`src/rtl/digit_shift_register_if.sv`:
```
// Control and display-data bundle for digit_shift_register.
// The scroll request exists only when DIGIT_SHIFT_AUTO_SCROLL_EN is defined.
interface digit_shift_register_if #(
    parameter int WIDTH  = 4,
    parameter int DIGITS = 4
);
    localparam int CW = $clog2(DIGITS + 1);

    logic                    enable;
    logic [1:0]              mode;
    logic [WIDTH-1:0]        next_digit;
    logic [WIDTH*DIGITS-1:0] load_value;
`ifdef DIGIT_SHIFT_AUTO_SCROLL_EN
    logic                    scroll;
`endif
    logic [WIDTH*DIGITS-1:0] present;
    logic [CW-1:0]           count;
    logic                    full;
    logic                    empty;
    logic                    overflow;

`ifdef DIGIT_SHIFT_AUTO_SCROLL_EN
    modport master (
        output enable, mode, next_digit, load_value, scroll,
        input  present, count, full, empty, overflow
    );
    modport slave (
        input  enable, mode, next_digit, load_value, scroll,
        output present, count, full, empty, overflow
    );
`else
    modport master (
        output enable, mode, next_digit, load_value,
        input  present, count, full, empty, overflow
    );
    modport slave (
        input  enable, mode, next_digit, load_value,
        output present, count, full, empty, overflow
    );
`endif
endinterface

```
`src/rtl/digit_shift_register.sv`:
```
// DIGITS x WIDTH display digit register: hold, load, shift-in, clear, occupancy tracking.
// Optional auto-rotate in hold mode when DIGIT_SHIFT_AUTO_SCROLL_EN is defined.
module digit_shift_register #(
    parameter int WIDTH      = 4,
    parameter int DIGITS     = 4,
    parameter int SCROLL_DIV = 8
) (
    input  logic                   clock,
    input  logic                   reset,
    digit_shift_register_if.slave  bus
);
    localparam int CW = $clog2(DIGITS + 1);
    localparam int DW = WIDTH * DIGITS;
    localparam logic [CW-1:0] COUNT_FULL = CW'(DIGITS);

    logic [DW-1:0] present_q, present_d;
    logic [CW-1:0] count_q, count_d;
    logic          overflow_q, overflow_d;

`ifdef DIGIT_SHIFT_AUTO_SCROLL_EN
    localparam int PW = (SCROLL_DIV > 1) ? $clog2(SCROLL_DIV) : 1;
    localparam logic [PW-1:0] PRESC_LAST = PW'(SCROLL_DIV - 1);
    logic [PW-1:0] prescaler_q, prescaler_d;
`endif

    // Next-state selection: enable gates everything, then mode decides.
    always_comb begin
        present_d  = present_q;
        count_d    = count_q;
        overflow_d = 1'b0;
`ifdef DIGIT_SHIFT_AUTO_SCROLL_EN
        prescaler_d = prescaler_q;
`endif
        if (bus.enable) begin
`ifdef DIGIT_SHIFT_AUTO_SCROLL_EN
            prescaler_d = {PW{1'b0}};
`endif
            case (bus.mode)
                2'b00: begin
`ifdef DIGIT_SHIFT_AUTO_SCROLL_EN
                    // Rotation happens on the edge the prescaler wraps.
                    if (bus.scroll) begin
                        if (prescaler_q == PRESC_LAST) begin
                            prescaler_d = {PW{1'b0}};
                            present_d   = {present_q[DW-WIDTH-1:0], present_q[DW-1 -: WIDTH]};
                        end else begin
                            prescaler_d = prescaler_q + {{(PW-1){1'b0}}, 1'b1};
                        end
                    end else begin
                        prescaler_d = {PW{1'b0}};
                    end
`else
                    present_d = present_q;
`endif
                end
                2'b01: begin
                    present_d = bus.load_value;
                    count_d   = COUNT_FULL;
                end
                2'b10: begin
                    present_d  = {present_q[DW-WIDTH-1:0], bus.next_digit};
                    overflow_d = (count_q == COUNT_FULL);
                    if (count_q == COUNT_FULL) begin
                        count_d = COUNT_FULL;
                    end else begin
                        count_d = count_q + {{(CW-1){1'b0}}, 1'b1};
                    end
                end
                2'b11: begin
                    present_d = {DW{1'b0}};
                    count_d   = {CW{1'b0}};
                end
                default: begin
                    present_d = present_q;
                end
            endcase
        end else begin
            present_d = present_q;
        end
    end

    // State registers with asynchronous active-low reset.
    always_ff @(posedge clock or negedge reset) begin
        if (!reset) begin
            present_q  <= {DW{1'b0}};
            count_q    <= {CW{1'b0}};
            overflow_q <= 1'b0;
`ifdef DIGIT_SHIFT_AUTO_SCROLL_EN
            prescaler_q <= {PW{1'b0}};
`endif
        end else begin
            present_q  <= present_d;
            count_q    <= count_d;
            overflow_q <= overflow_d;
`ifdef DIGIT_SHIFT_AUTO_SCROLL_EN
            prescaler_q <= prescaler_d;
`endif
        end
    end

    assign bus.present  = present_q;
    assign bus.count    = count_q;
    assign bus.overflow = overflow_q;
    assign bus.full     = (count_q == COUNT_FULL);
    assign bus.empty    = (count_q == {CW{1'b0}});
endmodule
```
`src/flat_wrapper.sv`:
```
// flat-port wrapper written by rule: the top's interface ports become plain ports
module digit_shift_register_flat 
#(
    parameter int WIDTH      = 4,
    parameter int DIGITS     = 4,
    parameter int SCROLL_DIV = 8
)
  (clock, reset, bus_enable, bus_mode, bus_next_digit, bus_load_value, bus_present, bus_count, bus_full, bus_empty, bus_overflow);
  digit_shift_register_if #(.WIDTH(WIDTH), .DIGITS(DIGITS)) bus_i ();
  input  logic clock;
  input  logic reset;
  input wire logic [$bits(bus_i.enable)-1:0] bus_enable;
  input wire logic [$bits(bus_i.mode)-1:0] bus_mode;
  input wire logic [$bits(bus_i.next_digit)-1:0] bus_next_digit;
  input wire logic [$bits(bus_i.load_value)-1:0] bus_load_value;
  output wire logic [$bits(bus_i.present)-1:0] bus_present;
  output wire logic [$bits(bus_i.count)-1:0] bus_count;
  output wire logic [$bits(bus_i.full)-1:0] bus_full;
  output wire logic [$bits(bus_i.empty)-1:0] bus_empty;
  output wire logic [$bits(bus_i.overflow)-1:0] bus_overflow;
  assign bus_i.enable = bus_enable;
  assign bus_i.mode = bus_mode;
  assign bus_i.next_digit = bus_next_digit;
  assign bus_i.load_value = bus_load_value;
  assign bus_present = bus_i.present;
  assign bus_count = bus_i.count;
  assign bus_full = bus_i.full;
  assign bus_empty = bus_i.empty;
  assign bus_overflow = bus_i.overflow;
  digit_shift_register #(.WIDTH(WIDTH), .DIGITS(DIGITS), .SCROLL_DIV(SCROLL_DIV)) u_core (.clock(clock), .reset(reset), .bus(bus_i));
endmodule
```
`config.mk`:
```
export PLATFORM = sky130hd
export DESIGN_NAME = digit_shift_register_flat
export DESIGN_NICKNAME = d
export VERILOG_FILES = /design/src/rtl/digit_shift_register_if.sv /design/src/rtl/digit_shift_register.sv /design/src/flat_wrapper.sv
export SDC_FILE = /design/constraint.sdc
export NUM_CORES = 1
export LEC_CHECK = 0
export ABC_AREA = 1
export ABC_CLOCK_PERIOD_IN_PS = 3440
export BUFFER_PORTS_ARGS = -buffer_cell sky130_fd_sc_hd__buf_2
export CAP_MARGIN = 20
export CORE_ASPECT_RATIO = 0.8
export CORE_MARGIN = 2
export CORE_UTILIZATION = 45
export DETAILED_ROUTE_END_ITERATION = 12
export PLACE_DENSITY = 0.74
export SLEW_MARGIN = 20
export SYNTH_ARGS = -nofsm -noshare
export SYNTH_HDL_FRONTEND = slang
export SYNTH_SLANG_ARGS = --single-unit
```
`constraint.sdc`:
```
create_clock -name clock -period 3.44 [get_ports clock]
set_clock_uncertainty 0.15 [all_clocks]
set_input_delay 0.172 -clock clock [delete_from_list [all_inputs] [get_ports clock]]
set_output_delay 0.172 -clock clock [all_outputs]
set_load 0.005 [all_outputs]
```
==> results of run 1 <==
## what timing repair did
action | in CTS | in global routing
hold endpoints to repair | 24 | 0
hold buffers | 5 | 0
buffers inserted | 0 | 0
## power by group through the flow
stage          clock network, mW  registers, mW  logic, mW
5_1_grt                    0.127          0.289      0.158
2_1_floorplan                  0          0.290     0.0699
6_report                   0.114          0.285      0.136
4_1_cts                    0.115          0.284      0.137
3_3_place_gp                   0          0.288      0.129
3_5_place_dp                   0          0.288      0.133
## per-layer routing
| metal | wire length, microns | part of all wire (%) | vias up | GRT usage [%] |
|---|---|---|---|---|
| met5 | 0 | 0 | - | 0 |
| met4 | 25 | 0.97 | 0 | 6.98 |
| li1 | - | - | 546 | - |
| met3 | 157 | 6.1 | 4 | 6.34 |
| met1 | 1150 | 45 | 495 | 23.6 |
| met2 | 1240 | 48 | 32 | 39.3 |
## worst max-delay path, cell delays in order
cell           delay (ns)
dlygate4sd3_1        0.53
buf_2                0.13
inv_1                0.33
nand2_1              0.19
o21ai_0              0.20
nand2_1              0.08
nand2_1              0.07
## sequential cells by signal, summed over array words and instances, names as in the netlist
name and count:
u_core.bus.overflow 1, u_core.bus.present 16, u_core.bus.count 3
## synthesized netlist by cell type
library cell   n  area, sq um
dfrtp_1       20          500
buf_2          1         5.00
a21oi_1        1         5.00
nand2_1       74          278
ha_1           2         25.0
buf_6          2         22.5
inv_1         10         37.5
o21ai_0        9         45.0
buf_4          3         22.5
nand3_1       14         70.1
o22ai_1        1         6.26
nor2_1         5         18.8
inv_2          2         7.51
nand2_2        2         12.5
## through the flow
stage                     std cells  total power, mW  hold WS, ns  setup WS [ns]
final                           219            0.534    -0.000251           1.84
after global routing            219            0.573       0.0127           1.67
after CTS                       219            0.537      0.00157           1.84
after detailed placement        211            0.421      0.00950           1.92
after global placement          211            0.417     -0.00337           1.99
after floorplan                 146            0.360       -0.274           2.31
## final timing paths
path / start / cells past startpoint / endpoint / slack (ns)
hold / removal: bus_load_value[7] / 5 / u_core.bus.present[7] / -0.0003
setup reg to reg: u_core.bus.count[0] / 6 / u_core.bus.count[2] / 2.25
min in group asynchronous: reset / 2 / u_core.bus.present[5] / 0.18
hold reg to reg: u_core.bus.present[15] / 2 / u_core.bus.present[15] / 0.35
max in group asynchronous: reset / 2 / u_core.bus.present[12] / 2.64
setup / recovery: bus_mode[0] / 7 / u_core.bus.present[12] / 1.84
## logic make-up after synthesis
kind of cell	count (synthesis)
AOI/OAI and AO/OA	11
adders and majority gates	2
buffers and inverters	18
DFF	20
and+or+nand+nor	95
## cell type report
class	count	area share (%)
inverter	12	3.36
clock buffer	3	1.68
sequential	20	37.3
multi-input combinational	108	34.4
tap	25	2.33
timing repair buffer	51	20.9
==> impl_metrics.ini, run 1 <==
[outcome]
status = finished with violations
violations = hold timing

[finish]
diodes = 0
syn2layout_area_growth_pct = 26.9
final_cell_mix = 74 x nand2_1, 46 x buf_2, 20 x dfrtp_1, 14 x nand3_1, 10 x inv_1
final_common_cell = nand2_1
nNetsFinal = 223
design_area_sq_um = 1340
post-route-util_pct = 61.0
multi_input_area_sq_um = 460
fillers = 227
regArea_sq_um = 500
final_layout_size_suffix_gt1_share_pct = 27.3

[routing]
drcViolationCount = 0
wl_per_cell_microns = 11.8
dr_total_vias = 1077
ant_nets = 0
drt-total-wl_microns = 2580
avgViaCountPerCell = 4.92
detail_route.iter0.violations = 18
first_pass_iters = 4

[power]
clockPowerShare_pct = 21.3
power_density_nw_per_um2 = 398
combPwrFrac_pct = 25.4
p_switching_uw = 169
leakage_nw = 0.821
intPower_uw = 365
pwr-share-seq_pct = 53.3
p_sw_share_pct = 31.6
peakVddDrop_mv = 0.290

[logic_synthesis]
seq_area_frac_synth_pct = 47.4
synthMuxAreaShare_pct = 0
synth_top_family_by_area = simple AND/OR/NAND/NOR gates
yosysWarnings = 0
ys_seq_elements = 20
synth_compound_area_share_pct = 5.33
synthCells = 146
synth_cell_types = 14
syn_avg_cell_area_sq_um = 7.23
synth-xor-area-share_pct = 0
synthAdderAreaFrac_pct = 2.37
yosys.area_share.simple_pct = 35.9
syn-num-nets = 173
syn_area_sq_um = 1060

[global_routing]
globalRouteTotalUtil_pct = 21.0
grt.overflow.total = 0
grt_pass1_wl_microns = 4280
grt_pass1_vias = 1035
grt_max_degree = 25
antenna_found_initial = 0

[cts]
clock-sinks = 20
tritoncts = done
cts_inserted_buffers = 3
cts_resized = 0
htreeDepth = 1
cts_root_buf = clkbuf_4
clkTransAtPathRegs_ns = 0.12
clock_latency_ns = 0.31
cts_max_path_buffers = 2

[floorplan]
die_h_microns = 47.3
ios = 47
start_util_pct = 48.1
die_area_sq_um = 2750
core_area_sq_um = 2200
die-width_microns = 58.2
fp-row-count = 15

[sta]
fin_crit_sh_pct = 46.6
tightest_slew_ns = 0.458
tns_ns = 0
setup_viol_count_final = 0
fmax_mhz = 624
slew_violations = 0
fin_hold_ws_ns = -0.000251
maxSlewHeadroom_pct = 69.5
rsz0062_at_grt = no
hold_violations = 1
period_minus_slack_ns = 1.60

[critical_path]
crit_type = input pin to register
cp-end-kind = register
crit_path_start_kind = input pin
worstPathArrival_ns = 1.70
path_max_fanout = 15
required_ns = 3.54

[job]
maxCapViolations = 0

[place]
gp_congestion = 0.776
placed_area_sq_um = 1270
io_buffer_count = 46
place_hpwl_microns = 1880

[hold_path]
hp-class = input pin to register
(Power assumes the default switching activity.)
==> run 2, diff against run 1 <==
--- a/config.mk
+++ b/config.mk
@@ -6,7 +6,7 @@
 export NUM_CORES = 1
 export LEC_CHECK = 0
 export ABC_AREA = 1
-export ABC_CLOCK_PERIOD_IN_PS = 3440
+export ABC_CLOCK_PERIOD_IN_PS = 1500
 export BUFFER_PORTS_ARGS = -buffer_cell sky130_fd_sc_hd__buf_2
 export CAP_MARGIN = 20
 export CORE_ASPECT_RATIO = 0.8
==> constraint.sdc (replaced) <==
create_clock -name clock -period 1.5 [get_ports clock]
set_clock_uncertainty 0.15 [all_clocks]
set_input_delay 0.075 -clock clock [delete_from_list [all_inputs] [get_ports clock]]
set_output_delay 0.075 -clock clock [all_outputs]
set_load 0.005 [all_outputs]
==> run 2 against run 1 <==
The flow still finishes with violations (hold timing); total power is 140% higher; flip-flop and latch count stayed put; clock power is 130% higher; sequential power is 130% higher; die area stayed put; critical path depth is 2 lower; hold slack worse by 0.035 ns; largest power group unchanged; core utilization is 11 points higher; non-clock buffer count is 23 higher; clock-buffer cell count stayed put; register-to-register slack worse by 2.0 ns; worst setup slack worse by 1.8 ns.
==> impl_metrics.ini, run 2 (same netlist as run 1, synthesis figures left out) <==
[power]
clockPowerShare_pct = 19.9
peakVddDrop_mv = 0.704
pwr-share-seq_pct = 50.4
leakage_nw = 0.922
intPower_uw = 890
power_density_nw_per_um2 = 821
p_switching_uw = 405
combPwrFrac_pct = 29.7
p_sw_share_pct = 31.3

[critical_path]
required_ns = 1.27
worstPathCellList = inv_1 -> ha_4 -> inv_1 -> nor2_1 -> buf_2
reg2reg_from = u_core.bus.count[0]
critical_path_depth = 5
cp-end-kind = primary output
r2r_end = u_core.bus.count[2]
critical_path.startpoint = u_core.bus.count[1]
path_delay_family = flip-flops
cpMostUsedCell = inv_1
reg2regPathDepth = 6
max_stage_delay_ns = 0.42
worstPathArrival_ns = 1.23
critPathSlowestCell = dfrtp_1
crit_path_start_kind = register
path_buf_inv = 3
crit_type = register to primary output
rrSetupSlack_ns = 0.23
path_max_fanout = 3

[cts]
tritoncts = done
clock_latency_ns = 0.30
cts_root_buf = clkbuf_4
clkTransAtPathRegs_ns = 0.11
clock-sinks = 20
cts_max_path_buffers = 2
htreeDepth = 1
cts_inserted_buffers = 3

[floorplan]
die_area_sq_um = 2750
die-width_microns = 58.2
die_h_microns = 47.3
start_util_pct = 48.1
core_area_sq_um = 2200
ios = 47
fp-row-count = 15

[routing]
ant_nets = 0
wl_per_cell_microns = 11.8
first_pass_iters = 4
drt-total-wl_microns = 2860
drcViolationCount = 0
detail_route.iter0.violations = 42
dr_total_vias = 1180
avgViaCountPerCell = 4.88

[sta]
tightest_slew_ns = 0.454
fin_hold_ws_ns = -0.0349
hold_violations = 1
fin_crit_sh_pct = 97.2
setup_ws_ns = 0.0416
period_minus_slack_ns = 1.46
setup_viol_count_final = 0
slew_violations = 0
maxSlewHeadroom_pct = 69.7
tns_ns = 0
fmax_mhz = 686

[finish]
largest_reg_flops = 16
regArea_sq_um = 500
syn2layout_area_growth_pct = 49.3
multi_input_area_sq_um = 479
nNetsFinal = 246
fillers = 191
post-route-util_pct = 71.8
final_layout_size_suffix_gt1_share_pct = 28.6
diodes = 0
final_cell_mix = 73 x nand2_1, 46 x buf_2, 23 x dlygate4sd3_1, 20 x dfrtp_1, 14 x nand3_1
final_common_cell = nand2_1

[outcome]
violations = hold timing
status = finished with violations

[global_routing]
antenna_found_initial = 0
globalRouteTotalUtil_pct = 21.9
grt.overflow.total = 0
grt_pass1_vias = 1074
grt_max_degree = 21
grt_pass1_wl_microns = 4480

[place]
gp_congestion = 0.807
place_hpwl_microns = 1870
io_buffer_count = 46
pre_cts_ws_ns = 0.327

[job]
maxCapViolations = 0

[hold_path]
hold_path_depth = 4
min_from = bus_enable
worstHoldEndpoint = u_core.bus.count[2]
hp-class = input pin to register
==> run 2: how the worst max path moves through the flow <==
stage                                      to  slack (ns)
after detailed placement  u_core.bus.count[0]        0.33
after CTS                            bus_full        0.03
final                               bus_empty        0.04
after floorplan           u_core.bus.count[2]        0.37
after global routing                bus_empty       -0.02
after global placement    u_core.bus.count[2]        0.38
==> run 2: power groups by stage <==
stage / logic [mW] / registers, mW / clock network, mW
floorplan: 0.160 / 0.664 / 0
global placement: 0.303 / 0.658 / 0
detailed placement: 0.313 / 0.659 / 0
CTS: 0.361 / 0.650 / 0.264
global route: 0.430 / 0.663 / 0.291
finish: 0.384 / 0.653 / 0.258
==> run 2: per-layer routing <==
metal  share of wire [%]  global-route usage (%)  wire (microns)
met5                   0                       0               0
met4                0.49                    2.79              14
met3                 5.2                    5.79             150
met2                  50                    43.0            1430
met1                  44                    25.1            1260
==> run 2: area by class of cell <==
cell class / instances / area share (%)
multi-input combinational: 108 / 30.4
tap: 25 / 1.98
inverter: 12 / 2.86
timing repair buffer: 74 / 31.6
clock buffer: 3 / 1.43
sequential: 20 / 31.7
==> run 2: worst register-to-register path, cell delays in order (launching register included) <==
cell and delay [ns]:
dfrtp_1 0.42, buf_4 0.14, ha_1 0.21, nor2_1 0.09
nor2_1 0.05, nand2_1 0.07, a21oi_2 0.05
==> run 2: per-stage QoR <==
stage	cells	total power, mW	area, sq um
finish	242	1.29	1580
detailed placement	214	0.972	1290
CTS	241	1.28	1550
global placement	214	0.961	1290
global route	242	1.38	1580
floorplan	146	0.825	1060
==> run 2: what timing repair did <==
action,in CTS,in global routing
hold endpoints to repair,37,0
hold buffers,24,0
resized for setup,0,5
endpoints found under the setup margin,0,3
buffers inserted,0,2
